File: src/rtl/if_pkg.sv
// Shared types and constants for the instruction-fetch stage.
// With IF_ADEF_CHK_EN defined each buffered entry carries a misaligned-fetch flag.
package if_pkg;

   localparam logic [31:0] RESET_PC_DEF = 32'h1c00_0000;

   typedef enum logic [0:0] {
      REQ  = 1'b0,
      WAIT = 1'b1
   } fetch_state_e;

   typedef struct packed {
      logic [31:0] pc;
      logic [31:0] inst;
`ifdef IF_ADEF_CHK_EN
      logic        adef;
`endif
   } fetch_entry_t;

   function automatic logic [31:0] next_pc(input logic [31:0] pc);
      return pc + 32'd4;
   endfunction

endpackage

File: src/rtl/if_fetch_buf.sv
// Fetch output FIFO of fetch_entry_t between the inst RAM reply and decode.
// DEPTH must be a power of two so the pointers wrap naturally.
module if_fetch_buf
   import if_pkg::*;
#(
   parameter int DEPTH = 2
) (
   input  logic         clk,
   input  logic         reset,
   input  logic         clear,
   input  logic         push,
   input  fetch_entry_t push_entry,
   input  logic         pop,
   output fetch_entry_t head,
   output logic         full,
   output logic         empty
);

   localparam int AW = $clog2(DEPTH);

   fetch_entry_t  mem_r [DEPTH];
   logic [AW-1:0] wr_ptr_r;
   logic [AW-1:0] rd_ptr_r;
   logic [AW:0]   count_r;

   // Storage, pointers and occupancy; clear empties the FIFO ahead of any push/pop.
   always_ff @(posedge clk) begin
      if (reset) begin
         wr_ptr_r <= '0;
         rd_ptr_r <= '0;
         count_r  <= '0;
         for (int i = 0; i < DEPTH; i++) begin
            mem_r[i] <= '0;
         end
      end else if (clear) begin
         wr_ptr_r <= '0;
         rd_ptr_r <= '0;
         count_r  <= '0;
      end else begin
         if (push) begin
            mem_r[wr_ptr_r] <= push_entry;
            wr_ptr_r        <= wr_ptr_r + AW'(1);
         end
         if (pop) begin
            rd_ptr_r <= rd_ptr_r + AW'(1);
         end
         case ({push, pop})
            2'b10:   count_r <= count_r + (AW+1)'(1);
            2'b01:   count_r <= count_r - (AW+1)'(1);
            default: count_r <= count_r;
         endcase
      end
   end

   assign head  = mem_r[rd_ptr_r];
   assign full  = (count_r == (AW+1)'(DEPTH));
   assign empty = (count_r == (AW+1)'(0));

endmodule

File: src/rtl/if_fetch_stage.sv
// Instruction-fetch stage: owns the PC, talks to the SRAM-like inst bus, hands {PC, Inst} to decode.
// Optional IF_ADEF_CHK_EN: misaligned PCs produce an exception entry instead of a RAM request.
module if_fetch_stage
   import if_pkg::*;
#(
   parameter logic [31:0] RESET_PC  = RESET_PC_DEF,
   parameter int          BUF_DEPTH = 2
) (
   input  logic        clk,
   input  logic        reset,
   output logic        inst_req,
   output logic [31:0] inst_addr,
   input  logic        inst_addr_ok,
   input  logic        inst_data_ok,
   input  logic [31:0] inst_rdata,
   input  logic        redirect_valid,
   input  logic [31:0] redirect_pc,
   input  logic        flush,
   output logic        right_valid,
   input  logic        right_ready,
   output logic [31:0] PC,
   output logic [31:0] Inst,
   output logic        excp_adef
);

   fetch_state_e state_r;
   fetch_state_e state_nxt_s;
   logic [31:0]  pc_r;
   logic [31:0]  pc_nxt_s;
   logic         discard_r;
   logic         discard_nxt_s;

   logic         redir_s;
   logic [31:0]  redir_pc_s;
   logic         issue_s;
   logic         addr_fire_s;
   logic         right_fire_s;
   logic         push_s;
   fetch_entry_t push_entry_s;
   fetch_entry_t head_s;
   logic         full_s;
   logic         empty_s;

   // flush and redirect share the same target, so flush priority only matters for intent
   assign redir_s = flush | redirect_valid;

`ifdef IF_ADEF_CHK_EN
   logic adef_done_r;
   logic adef_done_nxt_s;
   logic misal_s;

   assign redir_pc_s = redirect_pc;
   assign misal_s    = (pc_r[1:0] != 2'b00);
   assign issue_s    = (state_r == REQ) & ~full_s & ~misal_s;
`else
   assign redir_pc_s = redirect_pc & 32'hFFFF_FFFC;
   assign issue_s    = (state_r == REQ) & ~full_s;
`endif

   assign inst_req     = issue_s & ~reset;
   assign inst_addr    = pc_r;
   assign addr_fire_s  = inst_req & inst_addr_ok;
   assign right_valid  = ~reset & ~empty_s;
   assign right_fire_s = right_valid & right_ready;
   assign PC           = reset ? 32'h0 : head_s.pc;
   assign Inst         = reset ? 32'h0 : head_s.inst;
`ifdef IF_ADEF_CHK_EN
   assign excp_adef    = right_valid & head_s.adef;
`else
   assign excp_adef    = 1'b0;
`endif

   // Next state, next PC, discard flag and buffer push decode.
   always_comb begin
      state_nxt_s       = state_r;
      pc_nxt_s          = pc_r;
      discard_nxt_s     = discard_r;
      push_s            = 1'b0;
      push_entry_s      = '0;
      push_entry_s.pc   = pc_r;
      push_entry_s.inst = inst_rdata;
`ifdef IF_ADEF_CHK_EN
      adef_done_nxt_s   = redir_s ? 1'b0 : adef_done_r;
`endif
      case (state_r)
         REQ: begin
            if (redir_s) begin
               pc_nxt_s = redir_pc_s;
               if (addr_fire_s) begin
                  // the request just accepted fetches the old path; drop its reply
                  state_nxt_s   = WAIT;
                  discard_nxt_s = 1'b1;
               end else begin
                  state_nxt_s = REQ;
               end
            end else if (addr_fire_s) begin
               state_nxt_s = WAIT;
            end else begin
               state_nxt_s = REQ;
`ifdef IF_ADEF_CHK_EN
               if (misal_s && !full_s && !adef_done_r) begin
                  push_s            = 1'b1;
                  push_entry_s.inst = 32'h0;
                  push_entry_s.adef = 1'b1;
                  adef_done_nxt_s   = 1'b1;
               end else begin
                  push_s = 1'b0;
               end
`endif
            end
         end
         WAIT: begin
            if (inst_data_ok) begin
               state_nxt_s = REQ;
               if (redir_s) begin
                  pc_nxt_s      = redir_pc_s;
                  discard_nxt_s = 1'b0;
               end else if (discard_r) begin
                  discard_nxt_s = 1'b0;
               end else begin
                  push_s   = 1'b1;
                  pc_nxt_s = next_pc(pc_r);
               end
            end else if (redir_s) begin
               state_nxt_s   = WAIT;
               discard_nxt_s = 1'b1;
               pc_nxt_s      = redir_pc_s;
            end else begin
               state_nxt_s = WAIT;
            end
         end
         default: begin
            state_nxt_s = REQ;
         end
      endcase
   end

   // FSM state register.
   always_ff @(posedge clk) begin
      if (reset) begin
         state_r <= REQ;
      end else begin
         state_r <= state_nxt_s;
      end
   end

   // PC and reply-discard tracking.
   always_ff @(posedge clk) begin
      if (reset) begin
         pc_r      <= RESET_PC;
         discard_r <= 1'b0;
`ifdef IF_ADEF_CHK_EN
         adef_done_r <= 1'b0;
`endif
      end else begin
         pc_r      <= pc_nxt_s;
         discard_r <= discard_nxt_s;
`ifdef IF_ADEF_CHK_EN
         adef_done_r <= adef_done_nxt_s;
`endif
      end
   end

   if_fetch_buf #(
      .DEPTH (BUF_DEPTH)
   ) u_fetch_buf (
      .clk        (clk),
      .reset      (reset),
      .clear      (redir_s),
      .push       (push_s),
      .push_entry (push_entry_s),
      .pop        (right_fire_s),
      .head       (head_s),
      .full       (full_s),
      .empty      (empty_s)
   );

endmodule

File: config.mk
export PLATFORM = sky130hd
export DESIGN_NAME = if_fetch_stage
export DESIGN_NICKNAME = d
export VERILOG_FILES = /design/src/rtl/if_pkg.sv /design/src/rtl/if_fetch_buf.sv /design/src/rtl/if_fetch_stage.sv
export SDC_FILE = /design/constraint.sdc
export NUM_CORES = 1
export LEC_CHECK = 0
export BUFFER_PORTS_ARGS = -buffer_cell sky130_fd_sc_hd__buf_4
export CAP_MARGIN = 30
export CORE_ASPECT_RATIO = 1.75
export CORE_UTILIZATION = 45
export DETAILED_ROUTE_END_ITERATION = 7
export PLACE_DENSITY = 0.79
export SLEW_MARGIN = 20
export SYNTH_ARGS = -nofsm -noshare
export SYNTH_HDL_FRONTEND = slang
export SYNTH_SLANG_ARGS = --single-unit
File: constraint.sdc
create_clock -name clk -period 6.45 [get_ports clk]
set_input_delay 0.3225 -clock clk [delete_from_list [all_inputs] [get_ports clk]]
set_output_delay 0.3225 -clock clk [all_outputs]
set_load 0.01 [all_outputs]
==> After elaboration in Yosys (flattened, before gate mapping) <==
Memories as Yosys holds them, arrays and structs flattened. A register that Yosys moved wholly into a read port is not among the register bits.
Cells that the tools add are included.
W data, S select, Z words.
{ "word_totals": {"ff_bits": 38, "latch_bits": 0, "ramBits": 128, "rom_bits": 0, "out_inout_bits": 99, "wordCells": 65, "n_memories": 1} }
{ "mem_list": {"columns": ["memory", "depth", "word_bits", "rd", "rd_ports_with_merged_regs", "wr", "line", "text"], "rows": [
  ["u_fetch_buf.mem_r", 2, 64, 1, 1, 2, "if_fetch_buf.sv:21", "fetch_entry_t mem_r [DEPTH];"]
]} }
{ "classes": {"n_addsub": 5, "mul": 0, "div": 0, "order_cmp": 0, "n_eq_ne": 7, "shifts": 0, "muxes": 31, "bitwise_logic": 10, "n_reduce_logical": 5} }
{ "op_table": {"columns": ["operator", "n"], "rows": [
  ["$mux W32", 6],
  ["$mux W64", 1],
  ["$pmux W32 S2", 1],
  ["$reduce_or A64 Y1", 1],
  ["$add A32 B3 Y32 const B", 1],
  ["$mux W1", 20],
  ["$and A1 B1 Y1", 5],
  ["$eq A2 B2 Y1 const B", 2],
  ["$ne A2 B2 Y1 const B", 2],
  ["$ne A4 B3 Y1 const B", 1],
  ["$not A1 Y1", 4],
  ["$pmux W1 S2", 2],
  ["$pmux W2 S2", 1],
  ["$ne A3 B2 Y1 const B", 1],
  ["$reduce_and A3 Y1", 1],
  ["$add A1 B1 Y1 const B", 2],
  ["$add A2 B1 Y2 const B", 1],
  ["$eq A2 B1 Y1 const B", 1],
  ["$logic_not A2 Y1", 1],
  ["$reduce_bool A2 Y1", 1],
  ["$reduce_or A2 Y1", 1],
  ["$sub A2 B1 Y2 const B", 1],
  ["$or A1 B1 Y1", 1]
]} }

==> Logic depth before layout (Yosys ltp) <==
Gate-level depths: netlist of run 1.
{ "depth": {"word_depth": 10, "ltp_mapped": 8, "mapped_depth_nobuf": 7} }

==> By module <==
A second synthesis of run 1 with hierarchy kept.
{ "hier_totals": {"hier_cells": 675, "area_unflattened_um2": 8121.5} }
{ "modules_own_cells": {"columns": ["module", "instances", "cells_per_inst", "area_per_inst_um2", "seq_area_each_um2"], "rows": [
  ["if_fetch_buf", 1, 381, 5794.3, 3943.8],
  ["if_fetch_stage", 1, 294, 2327.2, 680.7]
]} }

==> Worst setup path after synthesis of run 1 <==
OpenSTA, ideal clock, no wires.
{ "synth_timing": {"kind": "reg-to-reg", "from": "reg state_r", "to": "mem u_fetch_buf.mem_r[0][0] (netlist bit) (enable)", "setup_ps": 574, "arrival_ps": 5340, "t_required_ps": 5876, "path_slack_ps": 535, "stages_incl_launch_ff": 5, "period_less_slack_ps": 5915, "path_cell_list": "dfxtp_1 and3b_1 buf_4 nand2_2 o21ai_0"} }
{ "synth_lines": {"columns": ["element", "line", "text"], "rows": [
  ["start, declared", "if_fetch_stage.sv:26", "fetch_state_e state_r;"],
  ["start signal, assigned", "if_fetch_stage.sv:143", "state_r <= state_nxt_s;"],
  ["end, declared", "if_fetch_buf.sv:21", null]
]} }

==> results of run 1 <==
[metrics by stage]
| stage | setup slack, ns | cell area, um^2 | cells | power, mW | util, % |
|---|---|---|---|---|---|
| after global placement | 2.97 | 9210 | 1030 | 1.44 | 54.4 |
| after floorplan | 0.535 | 7770 | 676 | 1.34 | - |
| after CTS | 3.31 | 9770 | 1062 | 2.38 | 57.6 |
| after global routing | 3.17 | 9770 | 1062 | 2.44 | 57.6 |
| after detailed placement | 2.95 | 9210 | 1030 | 1.44 | 54.4 |
| final | 3.34 | 9770 | 1062 | 2.36 | 57.6 |
[where the power goes]
part / total (mW) / internal, mW / leakage (nW) / switching, mW
sequential: 1.23 / 1.20 / 1.66 / 0.0372
combinational: 0.184 / 0.0879 / 1.78 / 0.0960
clock: 0.947 / 0.529 / 0.282 / 0.418
[routing by layer]
layer	vias to the layer above	wire (um)	GRT usage (%)	part of all wire [%]
met1	2586	6710	21.6	38
met2	153	9900	37.8	55
met5	-	0	0	0
met3	28	714	4.54	4.0
li1	2676	-	-	-
met4	0	533	8.76	3.0
[kinds of logic after synthesis]
logic type	Yosys count	share of synthesized area [%]
mux	67	8.63
simple gates	297	21.0
compound gates	61	4.72
xor+xnor	26	2.93
other cells	1	0.0482
fa+ha+maj	2	0.322
buf+inv	55	2.88
flops	167	59.5
[worst max-delay path, stage by stage, from the launching register on]
cell,delay [ns]
dfxtp_1,0.47
and3b_1,0.45
nand2_2,0.35
o21ai_4,0.82
buf_4,0.61
[worst paths after layout]
kind,start,cells after the start,endpoint
setup / recovery,state_r,4,u_fetch_buf.mem_r[1][62]
hold / removal,redirect_pc[26],2,inst_addr[26]
setup reg to reg,state_r,4,u_fetch_buf.mem_r[1][62]
hold reg to reg,inst_addr[0],1,inst_addr[0]
[placed cells by master (no fill, tap or decap), types with 3 or more instances in the layout]
| cell | instances |
|---|---|
| a21oi_1 | 20 |
| clkinv_2 | 3 |
| inv_1 | 9 |
| o21ai_0 | 19 |
| a211oi_1 | 10 |
| or3_1 | 3 |
| dfxtp_1 | 38 |
| nand2_1 | 14 |
| nor4_1 | 17 |
| nand3_1 | 13 |
| clkbuf_16 | 18 |
| inv_6 | 4 |
| inv_4 | 3 |
| and4_1 | 3 |
| and3_1 | 7 |
| buf_4 | 173 |
| edfxtp_1 | 128 |
| nor2_1 | 90 |
| xor2_1 | 8 |
| and2_1 | 120 |
| nand4_1 | 9 |
| nor3_1 | 6 |
| mux2i_1 | 67 |
| or4_4 | 3 |
| xnor2_1 | 18 |
[flip-flops by register name, indices dropped and copies added (netlist names), named ones only]
signal                cells
u_fetch_buf.mem_r       128
state_r                   1
u_fetch_buf.wr_ptr_r      1
u_fetch_buf.rd_ptr_r      1
u_fetch_buf.count_r       2
inst_addr                32
discard_r                 1
[cell type report]
cell class | count | area [um^2] | area share (%)
inverters | 9 | 33.8 | 0.346
well taps | 227 | 284 | 2.91
clock inverters | 13 | 90.1 | 0.922
multi-input cells | 454 | 2970 | 30.4
repair buffers | 173 | 1300 | 13.3
flip-flops and latches | 167 | 4630 | 47.4
clock buffers | 19 | 464 | 4.75
==> qor.csv, run 1 <==
metric,value,unit
CTS H-tree lvls,4,
area growth from synthesis to layout,25.6,%
worst skew pair latency,0.42,ns
first-pass GRT wire length,27100,um
type of origin of the critical path,register,
vias in the first global route,5232,
clk_skew,0.00753,ns
largest net degree at the start of global routing,63,
HPWL Detailed,12100,um
# diodes,0,
Ys Warns,0,
IO Count,170,
Antenna Nets Post-Route,0,
final WL,17900,um
starting density of the core,45.9,%
fin. max-slew vios,0,
WP data required,6.50,ns
Commonest cells post-synth,"128 x edfxtp_1, 120 x and2_1, 91 x nor2_1",
fin crit period,3.11,ns
Row Count,63,
CTS tree,built,
Achievable Freq,0.322,GHz
Crit path arrival time,3.16,ns
Least-Margin Pin Slew,0.908,ns
Num CTS Buffers,17,
share of layout cells above drive strength 1,26.5,%
total core area,16900,um^2
dominant cell type by area after synthesis,edfxtp_1,
Nets,895,
max_cap viols,0,
vias,5443,
Max VDD drop,0.000145,V
Worst setup EP type,register,
critical-path maximum fanout,38,
gr usage total,20.4,%
Hold Slack,0.120,ns
WL/cell,16.8,um
Final Cycle Share,48.2,%
port bufs,166,
CTS resizes,0,
die area,17800,um^2
Worst Hold Class,in2reg,
setup TNS,0,ns
number of synthesized flops with an enable pin,128,
root buffer cell,clkbuf_16,
"FFs w/ async S/R, synth",0,%
status,"complete, no violations",
normalized max-slew margin,39.3,%
DR iter-0 viols,240,
Post-Syn Area,7770,um^2
RSZ-0062 raised after global routing,false,
"Remaining Overflow, GRT",0,
final hold violation count,0,
library cells used by synthesis,44,
sequential fraction of the synthesis area,59.5,%
Leak,3.72,nW
cell with the most instances after synthesis,edfxtp_1,
post-DR vias/cell,5.13,
ys flop type,edfxtp_1,
post-cts hold buffer count,0,
Die W,101,um
clock sink count,167,
Max clock buf depth,2,
largest cells by area after synthesis,"edfxtp_1 49%, dfxtp_1 10%, and2_1 9.7%",
R2R Setup Slk,3.34,ns
Post-CTS Setup Bufs,0,
synthesized flop and latch total,167,
Pwr Density,242,nW/um^2
Residual DRC,0,
die height,176,um
"CTS clk-pin slew, worst paths",0.07,ns
Setup Viol. Count Final,0,
synthesized area per cell,11.5,um^2
Synth top area share,49.4,%
Filler Cell Count,1460,
critical path class,reg2reg,
DRT Pass-1 Iters,5,
Syn Inst Count,676,
GPL Wtd Cong,0.801,
Mapped Nets,749,
initial antenna violation count,0,
No activity file was read; power rests on OpenSTA's default activity.
==> run 2, diff against run 1 <==
ABC_AREA = 1   (was default)
PLACE_DENSITY = 0.78   (was 0.79)
clock period = 3.01 ns   (was 6.45 ns; I/O delays follow)
==> qor.csv, run 2 <==
metric,value,unit
fin cells,1380,
Crit path depth,7,
Residual DRC,0,
Antenna Nets Post-Route,0,
Synth top area share,45.0,%
CTS H-tree lvls,4,
die height,184,um
placed cell count,1348,
R2R Setup Slk,0.87,ns
worst skew pair latency,0.42,ns
Nets,1202,
"Remaining Overflow, GRT",0,
Max VDD drop,0.000333,V
simple-gate share of the synthesized area,29.0,%
DR iter-0 viols,430,
Syn Inst Count,978,
final WL,21100,um
Num CTS Buffers,17,
gr usage total,21.8,%
cell with the most instances after synthesis,nor2_1,
adder-cell share of the synthesized area,0.293,%
Row Count,66,
"most common cell after layout, fill and taps aside",nor2_1,
Hold Slack,0.0325,ns
Max clock buf depth,2,
max reg flops,128,
Int Power,4.10,mW
starting density of the core,46.0,%
multiplexer area fraction after synthesis,0,%
clock share of power,42.2,%
normalized max-slew margin,55.3,%
ys flop type,edfxtp_1,
setup TNS,0,ns
share of layout cells above drive strength 1,25.6,%
Least-Margin Pin Slew,0.670,ns
post-synthesis compound-gate area fraction,8.68,%
type of origin of the critical path,register,
WL/cell,15.3,um
switch share,24.0,%
"CTS clk-pin slew, worst paths",0.07,ns
largest family of logic cells by synthesized area,simple AND/OR/NAND/NOR gates,
post-DR vias/cell,5.12,
final hold violation count,0,
clock sink count,167,
Crit path arrival time,2.23,ns
Die W,106,um
CTS resizes,0,
Leak,4.68,nW
library cells used by synthesis,38,
WP data required,3.11,ns
vias,7059,
sequential fraction of the synthesis area,54.1,%
Pwr Density,507,nW/um^2
IO Count,170,
Crit-path slowest cell,o21ai_4,
post-cts hold buffer count,0,
Setup Viol. Count Final,0,
die area,19600,um^2
port bufs,166,
Logic pwr share,9.1,%
Commonest cells post-synth,"249 x nor2_1, 133 x nand2_1, 128 x edfxtp_1",
Worst R2R End,u_fetch_buf.mem_r[0][28],
Post-CTS Setup Bufs,0,
worst path bufs/invs,3,
critical path cell sequence,nand2_2 -> clkinv_4 -> nand2_8 -> nor2_8 -> inv_2 -> o21ai_4 -> buf_4,
Worst Hold Class,in2reg,
HP Start,inst_data_ok,
area growth from synthesis to layout,24.4,%
synthesized flop and latch total,167,
first-pass GRT wire length,32900,um
DRT Pass-1 Iters,5,
largest cells by area after synthesis,"edfxtp_1 45%, nor2_1 11%, dfxtp_1 9.1%",
Net Switching,1.29,mW
RSZ-0062 raised after global routing,false,
fin. max-slew vios,0,
number of synthesized flops with an enable pin,128,
vias in the first global route,6753,
max_cap viols,0,
XOR/XNOR share of the synthesized area,0.102,%
largest reg by FF count,u_fetch_buf.mem_r,
critical-path maximum fanout,18,
total core area,18600,um^2
CTS tree,built,
dominant cell type by area after synthesis,edfxtp_1,
Final Cycle Share,71.0,%
root buffer cell,clkbuf_16,
status,"complete, no violations",
hold path depth,3,
Mapped Nets,1051,
GPL Wtd Cong,0.923,
"FFs w/ async S/R, synth",0,%
sequential share of power,48.7,%
initial antenna violation count,0,
RR Startpoint,state_r,
HPWL Detailed,14800,um
total chip power,5.39,mW
R2R depth,7,
fin crit period,2.14,ns
Worst setup EP type,register,
Hold Path End,state_r,
Post-Syn Area,8550,um^2
Crit path max-delay family,buffers and inverters,
largest net degree at the start of global routing,65,
Achievable Freq,0.468,GHz
synthesized area per cell,8.74,um^2
clk_skew,0.0115,ns
# diodes,0,
critical path class,reg2reg,
"commonest cells after routing, fill and taps aside","249 x nor2_1, 177 x buf_4, 131 x nand2_1",
Critical Path Max Stage Delay,0.45,ns
Ys Warns,0,
utilization after layout,57.2,%
[run 2: worst register-to-register path: stages, from the launching register on]
cell and delay (ns):
dfxtp_1 0.41, nand2_2 0.16, clkinv_4 0.15, nand2_8 0.09, nor2_8 0.10, inv_2 0.07, o21ai_4 0.45, buf_4 0.38
[run 2: cell families after synthesis]
kind of cell	count (synthesis)
adder cells (fa/ha/maj)	2
AO/OA/AOI/OAI	143
XOR/XNOR	1
AND/OR/NAND/NOR	509
other	1
flip-flops	167
buffers and inverters	155
[run 2: layer usage]
metal	track usage (%)	share of wire, %	up-vias
li1	-	-	3480
met1	23.6	37	3297
met4	11.6	3.9	0
met5	0	0	-
met3	2.83	4.3	49
met2	40.6	55	233
[run 2: worst max-delay path by stage]
stage,start,end
2_1_floorplan,state_r,u_fetch_buf.mem_r[0][0]
3_3_place_gp,state_r,u_fetch_buf.mem_r[0][40]
3_5_place_dp,state_r,u_fetch_buf.mem_r[0][41]
4_1_cts,register,PC[5]
5_1_grt,register,PC[5]
6_report,state_r,u_fetch_buf.mem_r[0][28]
[run 2: layout make-up]
| cell class | count | area [um^2] |
|---|---|---|
| clock buffers | 18 | 429 |
| inverters | 106 | 403 |
| repair buffers | 181 | 1410 |
| multi-input cells | 656 | 3280 |
| clock inverters | 14 | 186 |
| well taps | 238 | 298 |
| flip-flops and latches | 167 | 4630 |
| fillers | 1684 | 7950 |
[run 2: power by group through the flow]
stage	sequential, mW	combinational [mW]	clock, mW
CTS	2.62	0.495	2.31
global route	2.63	0.537	2.40
global placement	2.67	0.486	0
finish	2.62	0.489	2.28
floorplan	2.67	0.241	0
detailed placement	2.67	0.493	0
[run 2: through the flow]
step                      setup slack, ns  area, um^2
after floorplan                    0.0978        8550
after global placement              0.883       10000
after detailed placement            0.868       10000
after CTS                           0.832       10600
after global routing                0.746       10600
final                               0.874       10600
